### config.mk
export PLATFORM = sky130hd
export DESIGN_NAME = dmem_access_unit
export DESIGN_NICKNAME = d
export VERILOG_FILES = /design/src/rtl/dmem_access_unit.sv
export SDC_FILE = /design/constraint.sdc
export NUM_CORES = 1
export LEC_CHECK = 0
export CORE_UTILIZATION = 38
export CTS_CLUSTER_DIAMETER = 50
export DETAILED_ROUTE_END_ITERATION = 8
export PLACE_DENSITY_LB_ADDON = 0.1
export SLEW_MARGIN = 5
export SYNTH_ARGS = -nofsm -noshare
export SYNTH_HDL_FRONTEND = slang
export SYNTH_SLANG_ARGS = --single-unit
export TNS_END_PERCENT = 100
### constraint.sdc
create_clock -name i_clk -period 8.7 [get_ports i_clk]
set_input_delay 1.305 -clock i_clk [delete_from_list [all_inputs] [get_ports i_clk]]
set_output_delay 1.305 -clock i_clk [all_outputs]
set_load 0.01 [all_outputs]
### src/rtl/dmem_access_unit.sv
// Load/store initiator for a byte-banked synchronous data memory.
// One access in flight: request accept -> (READ for loads) -> registered response.
module dmem_access_unit #(
  parameter int ADDRESS_WIDTH = 32,
  parameter int DATA_WIDTH    = 32,
  parameter int ADDRESS_LIMIT = 4096
) (
  input  logic                     i_clk,
  input  logic                     i_rst,
  input  logic                     i_req_valid,
  output logic                     o_req_ready,
  input  logic                     i_req_we,
  input  logic [1:0]               i_req_size,
  input  logic                     i_req_signed,
  input  logic [ADDRESS_WIDTH-1:0] i_req_addr,
  input  logic [DATA_WIDTH-1:0]    i_req_wdata,
  output logic                     o_resp_valid,
  input  logic                     i_resp_ready,
  output logic [DATA_WIDTH-1:0]    o_resp_rdata,
  output logic                     o_resp_fault,
  output logic                     o_mea,
  output logic [DATA_WIDTH/8-1:0]  o_wea,
  output logic [ADDRESS_WIDTH-1:0] o_adra,
  output logic [DATA_WIDTH-1:0]    o_da,
  output logic                     o_meb,
  output logic [ADDRESS_WIDTH-1:0] o_adrb,
  input  logic [DATA_WIDTH-1:0]    i_qb
);

  localparam int BANK_NUM = DATA_WIDTH / 8;

  // Handshakes: a transfer happens on a rising edge where valid and ready are
  // both high; the sender holds its payload stable until that edge.
  typedef enum logic [1:0] {IDLE = 2'd0, READ = 2'd1, RESP = 2'd2} state_e;

  state_e                  state_q, state_d;
  logic [1:0]              size_q, size_d;
  logic                    signed_q, signed_d;
  logic [DATA_WIDTH-1:0]   rdata_q, rdata_d;
  logic                    fault_q, fault_d;

  logic [ADDRESS_WIDTH:0]  nbytes;
  logic [ADDRESS_WIDTH:0]  end_addr;
  logic                    req_fault;
  logic [BANK_NUM-1:0]     wea_w;
  logic [DATA_WIDTH-1:0]   load_data;

  // End address is one bit wider than the address so top-of-space accesses cannot wrap.
  always_comb begin
    nbytes = (ADDRESS_WIDTH+1)'(4);
    wea_w  = '1;
    case (i_req_size)
      2'd0: begin nbytes = (ADDRESS_WIDTH+1)'(1); wea_w = BANK_NUM'(1); end
      2'd1: begin nbytes = (ADDRESS_WIDTH+1)'(2); wea_w = BANK_NUM'(3); end
      default: ;
    endcase
    end_addr  = {1'b0, i_req_addr} + nbytes;
    req_fault = (i_req_size == 2'd3) ||
                (end_addr > (ADDRESS_WIDTH+1)'(ADDRESS_LIMIT));
  end

  always_comb begin
    load_data = i_qb;
    case (size_q)
      2'd0: load_data = {{(DATA_WIDTH-8){signed_q & i_qb[7]}}, i_qb[7:0]};
      2'd1: load_data = {{(DATA_WIDTH-16){signed_q & i_qb[15]}}, i_qb[15:0]};
      default: ;
    endcase
  end

  always_comb begin
    state_d     = state_q;
    size_d      = size_q;
    signed_d    = signed_q;
    rdata_d     = rdata_q;
    fault_d     = fault_q;
    o_req_ready = 1'b0;
    o_mea       = 1'b0;
    o_meb       = 1'b0;
    o_wea       = '0;
    unique case (state_q)
      IDLE: begin
        // Ready is masked during reset so no strobe can escape while reset is held.
        o_req_ready = !i_rst;
        if (i_req_valid && !i_rst) begin
          rdata_d = '0;
          fault_d = req_fault;
          if (req_fault) begin
            state_d = RESP;
          end else if (i_req_we) begin
            o_mea   = 1'b1;
            o_wea   = wea_w;
            state_d = RESP;
          end else begin
            o_meb    = 1'b1;
            size_d   = i_req_size;
            signed_d = i_req_signed;
            state_d  = READ;
          end
        end
      end
      READ: begin
        rdata_d = load_data;
        fault_d = 1'b0;
        state_d = RESP;
      end
      RESP: begin
        if (i_resp_ready) state_d = IDLE;
      end
      default: state_d = IDLE;
    endcase
  end

  always_ff @(posedge i_clk or posedge i_rst) begin
    if (i_rst) begin
      state_q  <= IDLE;
      size_q   <= 2'd0;
      signed_q <= 1'b0;
      rdata_q  <= '0;
      fault_q  <= 1'b0;
    end else begin
      state_q  <= state_d;
      size_q   <= size_d;
      signed_q <= signed_d;
      rdata_q  <= rdata_d;
      fault_q  <= fault_d;
    end
  end

  assign o_adra       = i_req_addr;
  assign o_adrb       = i_req_addr;
  assign o_da         = i_req_wdata;
  assign o_resp_valid = (state_q == RESP);
  assign o_resp_rdata = rdata_q;
  assign o_resp_fault = fault_q;

endmodule

# == After elaboration in Yosys (flattened, before gate mapping) ==
# Cells that the tools add are included.
# totals
register_bits,38
in_bits,104
elab_cells,53
output_inout_bits,137
# classes
n_addsub,1
order_cmp,1
bitwise_logic,4
n_mux,25
n_reduce_logical,10
eq_ne,7
# ops
cell,n
$pmux W32 S2,2
$add A32 B33 Y33,1
$gt A33 B13 Y1 const B,1
$mux W32,1
$mux W4,4
$mux W1,10
$mux W2,4
$pmux W4 S2,1
$eq A2 B1 Y1 const B,3
$logic_not A2 Y1,3
$pmux W2 S3,1
$pmux W3 S2,1
$eq A2 B2 Y1 const B,2
$reduce_and A2 Y1,2
$reduce_and A4 Y1,1
$and A1 B1 Y1,2
$ne A2 B1 Y1 const B,1
$ne A2 B2 Y1 const B,1
$not A1 Y1,2
$pmux W1 S2,1
$reduce_bool A2 Y1,1
$logic_and A1 B1 Y1,1
$logic_not A1 Y1,1
$logic_or A1 B1 Y1,1

# == Longest topological paths before layout ==
# Gate-level depths: netlist of the first run.
# logic_depth
ltp_word,8
depth_mapped,12
depth_no_buf,10

# == Worst setup path after synthesis of the first run ==
# Ideal clock, no wire load.
# synth_timing
kind,input -> output
start,input i_req_size[1]
end,output o_wea[3]
arrival_time_ps,4018
n_path_buf,1
setup_slack_ps,3377
required_time_ps,7395
path_stages,11
path_cell_list,nor2_1 > ha_1 > fa_1 > a211o_1 > or4_1 > o211ai_1 > a32oi_1 > a211o_1 > nor4_1 > and3_1 > buf_4
# synth_between
elab_chain_cells,8
elab_cells_between_ends,12
classes_between,add/sub: 1; order compare: 1; eq/ne: 2; mux: 6; reduce/logical: 2
# synth_lines
element,line_no,source
"start, declared",13,"input logic [1:0] i_req_size,"
$eq A2 B1 Y1 / $logic_not A2 Y1 (equally long branches),52,case (i_req_size)
$pmux W3 S2,52,
$add A32 B33 Y33,57,"end_addr = {1'b0, i_req_addr} + nbytes;"
$gt A33 B13 Y1,59,(end_addr > (ADDRESS_WIDTH+1)'(ADDRESS_LIMIT));
$logic_or A1 B1 Y1,58,req_fault = (i_req_size == 2'd3) ||
$mux W4 *,88,if (req_fault) begin
$mux W4 *,85,if (i_req_valid && !i_rst) begin
$mux W4 *,81,unique case (state_q)
"end, declared",22,"output logic [DATA_WIDTH/8-1:0] o_wea,"
# Mark *: on every way between the ends. The rest lies on a longest branch, timed or not.

# == Worst setup path in the final report of the first run ==
# Ends and elaborated chain as after synthesis.

==> impl_metrics.ini, run 1 <==
[routing]
routed_wl_microns = 9340
wl_per_cell_microns = 16.9
drc = 0
via_count = 2884
first_pass_iters = 4
avgViaCountPerCell = 5.23
drt_iter0_drc = 109
ant_nets = 0

[min_path]
min-delay-start = o_resp_rdata[9]
min_path_type = register to register

[sta]
slew_headroom = 0.235
final_max_slew_viol_count = 0
finalSetupTns_ns = 0
period_minus_slack_ns = 6.99
fmax_mhz = 143
setup_viol = 0
tightest_slew_ns = 1.14
rsz0062_at_grt = false
skew_ns = 0.00840
finalCritPeriodShare = 0.803
finalHoldWorstSlack_ns = 0.481
finalHoldViolCount = 0

[outcome]
status = complete, no violations

[clocking]
postCtsSetupBuffers = 0
numCtsBuffers = 5
cts_tree = yes
clkLatencyLatePin_ns = 0.29
cts_resized = 0
htree_levels = 2
clk_pin_slew_worst_paths_ns = 0.08
cts_hold_buf = 0
clock_sinks = 38
clk_path_buf_depth = 2
cts_root_buf = clkbuf_8

[pwr]
clkPwrFrac = 0.291
ir_drop_mv = 0.0528
switchingPower_uw = 120
intPower_uw = 313
p_leak_uw = 0.00178
combPwrFrac = 0.294
power_density_mw_per_mm2 = 97.6
switching_share = 0.277
seqPwrFrac = 0.415

[yosys]
yosysMostFrequentCell = buf_4
synth_area_leaders = dfrtp_1 (29%), buf_4 (23%), a22o_1 (6.5%), nand2b_1 (3.5%), o21ai_0 (3.1%)
yosysWarnings = 0
synth_top_cell_by_area = dfrtp_1
synth-edff-count = 0
ys_seq_elements = 38
netlist.area_leader.share = 0.294
syn_area_sq_mm = 0.00323
ys_seq_area_frac = 0.294
synthDistinctLibCells = 52
synth_top_flop_cell = dfrtp_1
netlist_instances = 374
synth_area_per_cell_sq_um = 8.63
synth_nets = 482
synthArstFlopShare = 1.00
synth_common_cells = buf_4 (98), dfrtp_1 (38), a22o_1 (24)

[floorplan]
dieArea_sq_mm = 0.00887
ios = 241
initial_core_util = 0.393
rows = 33
core-area_sq_mm = 0.00822
die_w_microns = 94.2
die_y_microns = 94.2

[cells_and_area]
drive_gt1_frac = 0.0538
nFillCells = 751
syn_to_final_growth_pct = 37.2
layout.nets = 553
antennaDiodeCount = 0
fin_area_sq_mm = 0.00443

[global_routing]
grt_pass1_vias = 2661
track_usage = 0.204
overflow = 0
grt_max_degree = 39
grt_pass1_wl_microns = 14000
antenna_found_initial = 0

[placed_design]
dp_hpwl_microns = 7340
portBuffers = 176
place_area_sq_mm = 0.00433
place_congestion = 0.885

[setup_path]
worstRegToRegCells = 3
rrSetupSlack_ns = 6.48
required_ns = 7.39
slowest_delay_ns = 0.60
r2r-end = o_resp_rdata[20]
critPathLaunch = i_req_size[1]
crit_slowest_cell = nor4_1
worst_setup_path_start_kind = primary input
cp.arrival_ns = 5.68
criticalPathCategory = primary input to output pin
endpoint = o_wea[3]
crit_chain = clkdlybuf4s50_1 > nor2_1 > ha_1 > fa_1 > a21o_1 > nand4_1 > nor4_1 > mux2_2 > a211o_1 > nor4_1 > and3_1 > clkdlybuf4s50_1
crit_path_end_kind = output pin
r2r-start = size_q[1]
crit_fanout = 12

[job]
cap_viol_max_count = 0
[worst min-delay path by stage]
stage / to / cells past startpoint
after global routing: o_resp_rdata[14] / 1
after detailed placement: o_resp_rdata[9] / 1
final: o_resp_rdata[9] / 1
after global placement: o_resp_rdata[14] / 1
after floorplan: signed_q / 1
after CTS: o_resp_rdata[9] / 1
[flip-flops by register name (all words and copies together) (netlist names)]
register / cells
state_q: 2
size_q: 2
signed_q: 1
o_resp_rdata: 32
o_resp_fault: 1
[cell families (layout without fill, tap and decap cells)]
logic type,after synthesis,after routing,share of synthesized area
mux,7,7,0.0275
flops,38,38,0.294
fa+ha+maj,4,4,0.0178
simple gates,108,108,0.188
compound gates,89,89,0.199
buf+inv,122,194,0.257
xor+xnor,6,6,0.0163
[critical path: cells and delay by family]
| family | cells | cell delay [ns] |
|---|---|---|
| multiplexers | 1 | 0.38 |
| AO/OA/AOI/OAI | 2 | 0.45 |
| buffers and inverters | 2 | 1.07 |
| adder cells (fa/ha/maj) | 2 | 0.49 |
| AND/OR/NAND/NOR | 5 | 1.98 |
[layout make-up]
class	count	area [sq um]	area share
repair buffers	177	1770	0.399
flip-flops and latches	38	951	0.215
clock inverters	2	12.5	0.00282
inverters	9	33.8	0.00763
well taps	105	131	0.0297
multi-input cells	214	1450	0.327
clock buffers	6	82.6	0.0186
[cell usage in the layout (no fill, tap or decap), drive strengths merged, types with 5 or more instances in the layout]
| cell | n |
|---|---|
| a21o | 9 |
| a21oi | 14 |
| a22o | 24 |
| clkbuf | 6 |
| clkdlybuf4s50 | 176 |
| dfrtp | 38 |
| inv | 9 |
| mux2 | 6 |
| nand2 | 12 |
| nand2b | 18 |
| nand3 | 10 |
| nand4 | 10 |
| nor2 | 18 |
| nor3 | 8 |
| nor4 | 8 |
| o21ai | 20 |
| or3 | 5 |
[per-stage QoR]
step           std cells  setup WS (ns)  power, uW  utilization
2_1_floorplan        374           3.38        261            -
3_3_place_gp         543           1.90        310        0.527
3_5_place_dp         543           1.72        310        0.527
4_1_cts              551           1.70        438        0.539
5_1_grt              551           1.26        454        0.539
6_report             551           1.71        432        0.539
[layer usage]
| layer | GRT usage | up-vias | wire length (microns) |
|---|---|---|---|
| li1 | - | 1381 | - |
| met1 | 0.270 | 1352 | 4040 |
| met2 | 0.328 | 126 | 4450 |
| met3 | 0.0396 | 25 | 637 |
| met4 | 0.0705 | 0 | 206 |
| met5 | 0 | - | 0 |
[power by group through the flow]
stage                     clock network, uW  logic [uW]  registers, uW
after detailed placement                  0         127            183
after CTS                               131         128            180
after global routing                    138         137            180
final                                   126         127            180
after floorplan                           0        77.7            183
after global placement                    0         127            183
Power figures use the tool's default switching activity.
==> inputs of run 2 (changes only) <==
Settings changed: CORE_UTILIZATION 38 to 35.
Clock period 8.7 ns to 6.6 ns, I/O delays scaled along.
==> run 2 against run 1 <==
  * The flow now finishes with violations (design-rule violations)
  * Via count grew 1.1%
  * Sequential share of layout area decreased by 0.29 points
  * Clock skew is 0.00060 ns higher
  * Total power up 49%
  * Clock power grew 90%
  * Global-route usage down 1.3 points
  * Wire length is 0.96% higher
  * Sequential cell count unchanged
  * Setup slack worse by 1.3 ns
  * Sequential power up 32%
  * Largest cell class unchanged
  * Highest routed layer unchanged
==> impl_metrics.ini, run 2 (synthesis gave the netlist of run 1 again) <==
[outcome]
status = finished with violations
failed_checks = design-rule violations

[floorplan]
dieArea_sq_mm = 0.00961
die_w_microns = 98.1
ios = 241
initial_core_util = 0.367
die_y_microns = 98.1
core-area_sq_mm = 0.00881
rows = 34

[global_routing]
grt_max_degree = 39
grt_pass1_wl_microns = 14800
grt_pass1_vias = 2753
overflow = 0
antenna_found_initial = 0
track_usage = 0.191

[routing]
dr_wl_met3_microns = 655
via_count = 2915
drc = 11
routed_wl_microns = 9430
avgViaCountPerCell = 5.24
wl_met1_microns = 4010
route.met2.wl_microns = 4690
wl_per_cell_microns = 17.0
ant_nets = 0
drt_iter0_drc = 134
routed.top_layer = met4
first_pass_iters = 8

[cells_and_area]
layout.nets = 555
syn_to_final_growth_pct = 39.1
antennaDiodeCount = 0
final_core_util = 0.510
nFillCells = 848
layout_commonest_cell = clkdlybuf4s50_1
mostFrequentLayoutCells = clkdlybuf4s50_1 (176), dfrtp_1 (38), a22o_1 (24), o21ai_0 (20)
largest_reg_flops = 32
stdcell_count = 556
drive_gt1_frac = 0.0580

[pwr]
intPower_uw = 479
seqPwrFrac = 0.368
total_power_uw = 645
clkPwrFrac = 0.373
ir_drop_mv = 0.120
switching_share = 0.256
combPwrFrac = 0.259
switchingPower_uw = 165
p_leak_uw = 0.00181
power_density_mw_per_mm2 = 144

[clocking]
cts_resized = 0
clkLatencyLatePin_ns = 0.29
clk_path_buf_depth = 2
cts_hold_buf = 0
postCtsSetupBuffers = 0
cts_tree = yes
htree_levels = 2
cts_root_buf = clkbuf_8
numCtsBuffers = 5
clk_pin_slew_worst_paths_ns = 0.07
clock_sinks = 38

[setup_path]
crit_path_end_kind = output pin
r2r-start = state_q[0]
cp.arrival_ns = 5.19
slowest_delay_ns = 0.66
worst_setup_path_start_kind = primary input
rrSetupSlack_ns = 4.54
required_ns = 5.61
critPathLaunch = i_req_size[1]
cp_top_family = simple AND/OR/NAND/NOR gates
crit_fanout = 6
crit_slowest_cell = clkdlybuf4s50_1
path_buf_inv = 2
crit_chain = clkdlybuf4s50_1 > nor2_1 > ha_1 > fa_1 > a211o_1 > or4_1 > o211ai_1 > a32oi_1 > a211o_1 > nor4_1 > nor3b_1 > clkdlybuf4s50_1
criticalPathCategory = primary input to output pin

[placed_design]
place_congestion = 0.833
dp_cells = 548
portBuffers = 176
dp_hpwl_microns = 7520

[sta]
tightest_slew_ns = 1.09
finalHoldViolCount = 0
finalSetupTns_ns = 0
period_minus_slack_ns = 6.18
rsz0062_at_grt = false
skew_ns = 0.00899
setup_viol = 0
final_max_slew_viol_count = 0
finalCritPeriodShare = 0.936
slew_headroom = 0.269
finalHoldWorstSlack_ns = 0.484
fmax_mhz = 162

[min_path]
min-delay-start = o_resp_rdata[10]
min_path_type = register to register

[job]
cap_viol_max_count = 0
-- run 2: layout make-up --
cell class / instances / area [sq um] / share of cell area
clock inverters: 3 / 68.8 / 0.0153
repair buffers: 179 / 1780 / 0.397
well taps: 108 / 135 / 0.0301
inverters: 9 / 33.8 / 0.00752
multi-input cells: 214 / 1450 / 0.323
clock buffers: 5 / 68.8 / 0.0153
flip-flops and latches: 38 / 951 / 0.212
-- run 2: path summary, 6_finish.rpt --
kind                                    endpoint  cells past startpoint
worst max-delay path                    o_wea[1]                     12
worst max register to register          signed_q                      6
min in group asynchronous             state_q[1]                      3
worst min-delay path            o_resp_rdata[10]                      1
max in group asynchronous       o_resp_rdata[10]                      3
worst min register to register  o_resp_rdata[10]                      1
-- run 2: routing by layer --
metal	GRT usage	vias to the layer above
met5	0	-
met4	0.0338	0
met3	0.0444	7
met2	0.323	130
met1	0.250	1381
li1	-	1397
-- run 2: per-stage QoR --
stage          area [sq um]  setup WS, ns
6_report               4490         0.422
5_1_grt                4490         0.127
4_1_cts                4490         0.415
3_5_place_dp           4350         0.418
3_3_place_gp           4350         0.445
2_1_floorplan          3230          1.91
-- run 2: worst register-to-register path, delay by kind of cell (launching register included) --
| kind | cells | cell delay, ns |
|---|---|---|
| simple gates | 5 | 1.21 |
| flops | 1 | 0.43 |
| mux | 1 | 0.32 |
-- run 2: power groups by stage --
stage	logic, uW	registers (uW)	clock network (uW)
after global placement	168	241	0
final	167	237	240
after detailed placement	167	242	0
after CTS	168	237	248
after floorplan	102	242	0
after global routing	180	237	256
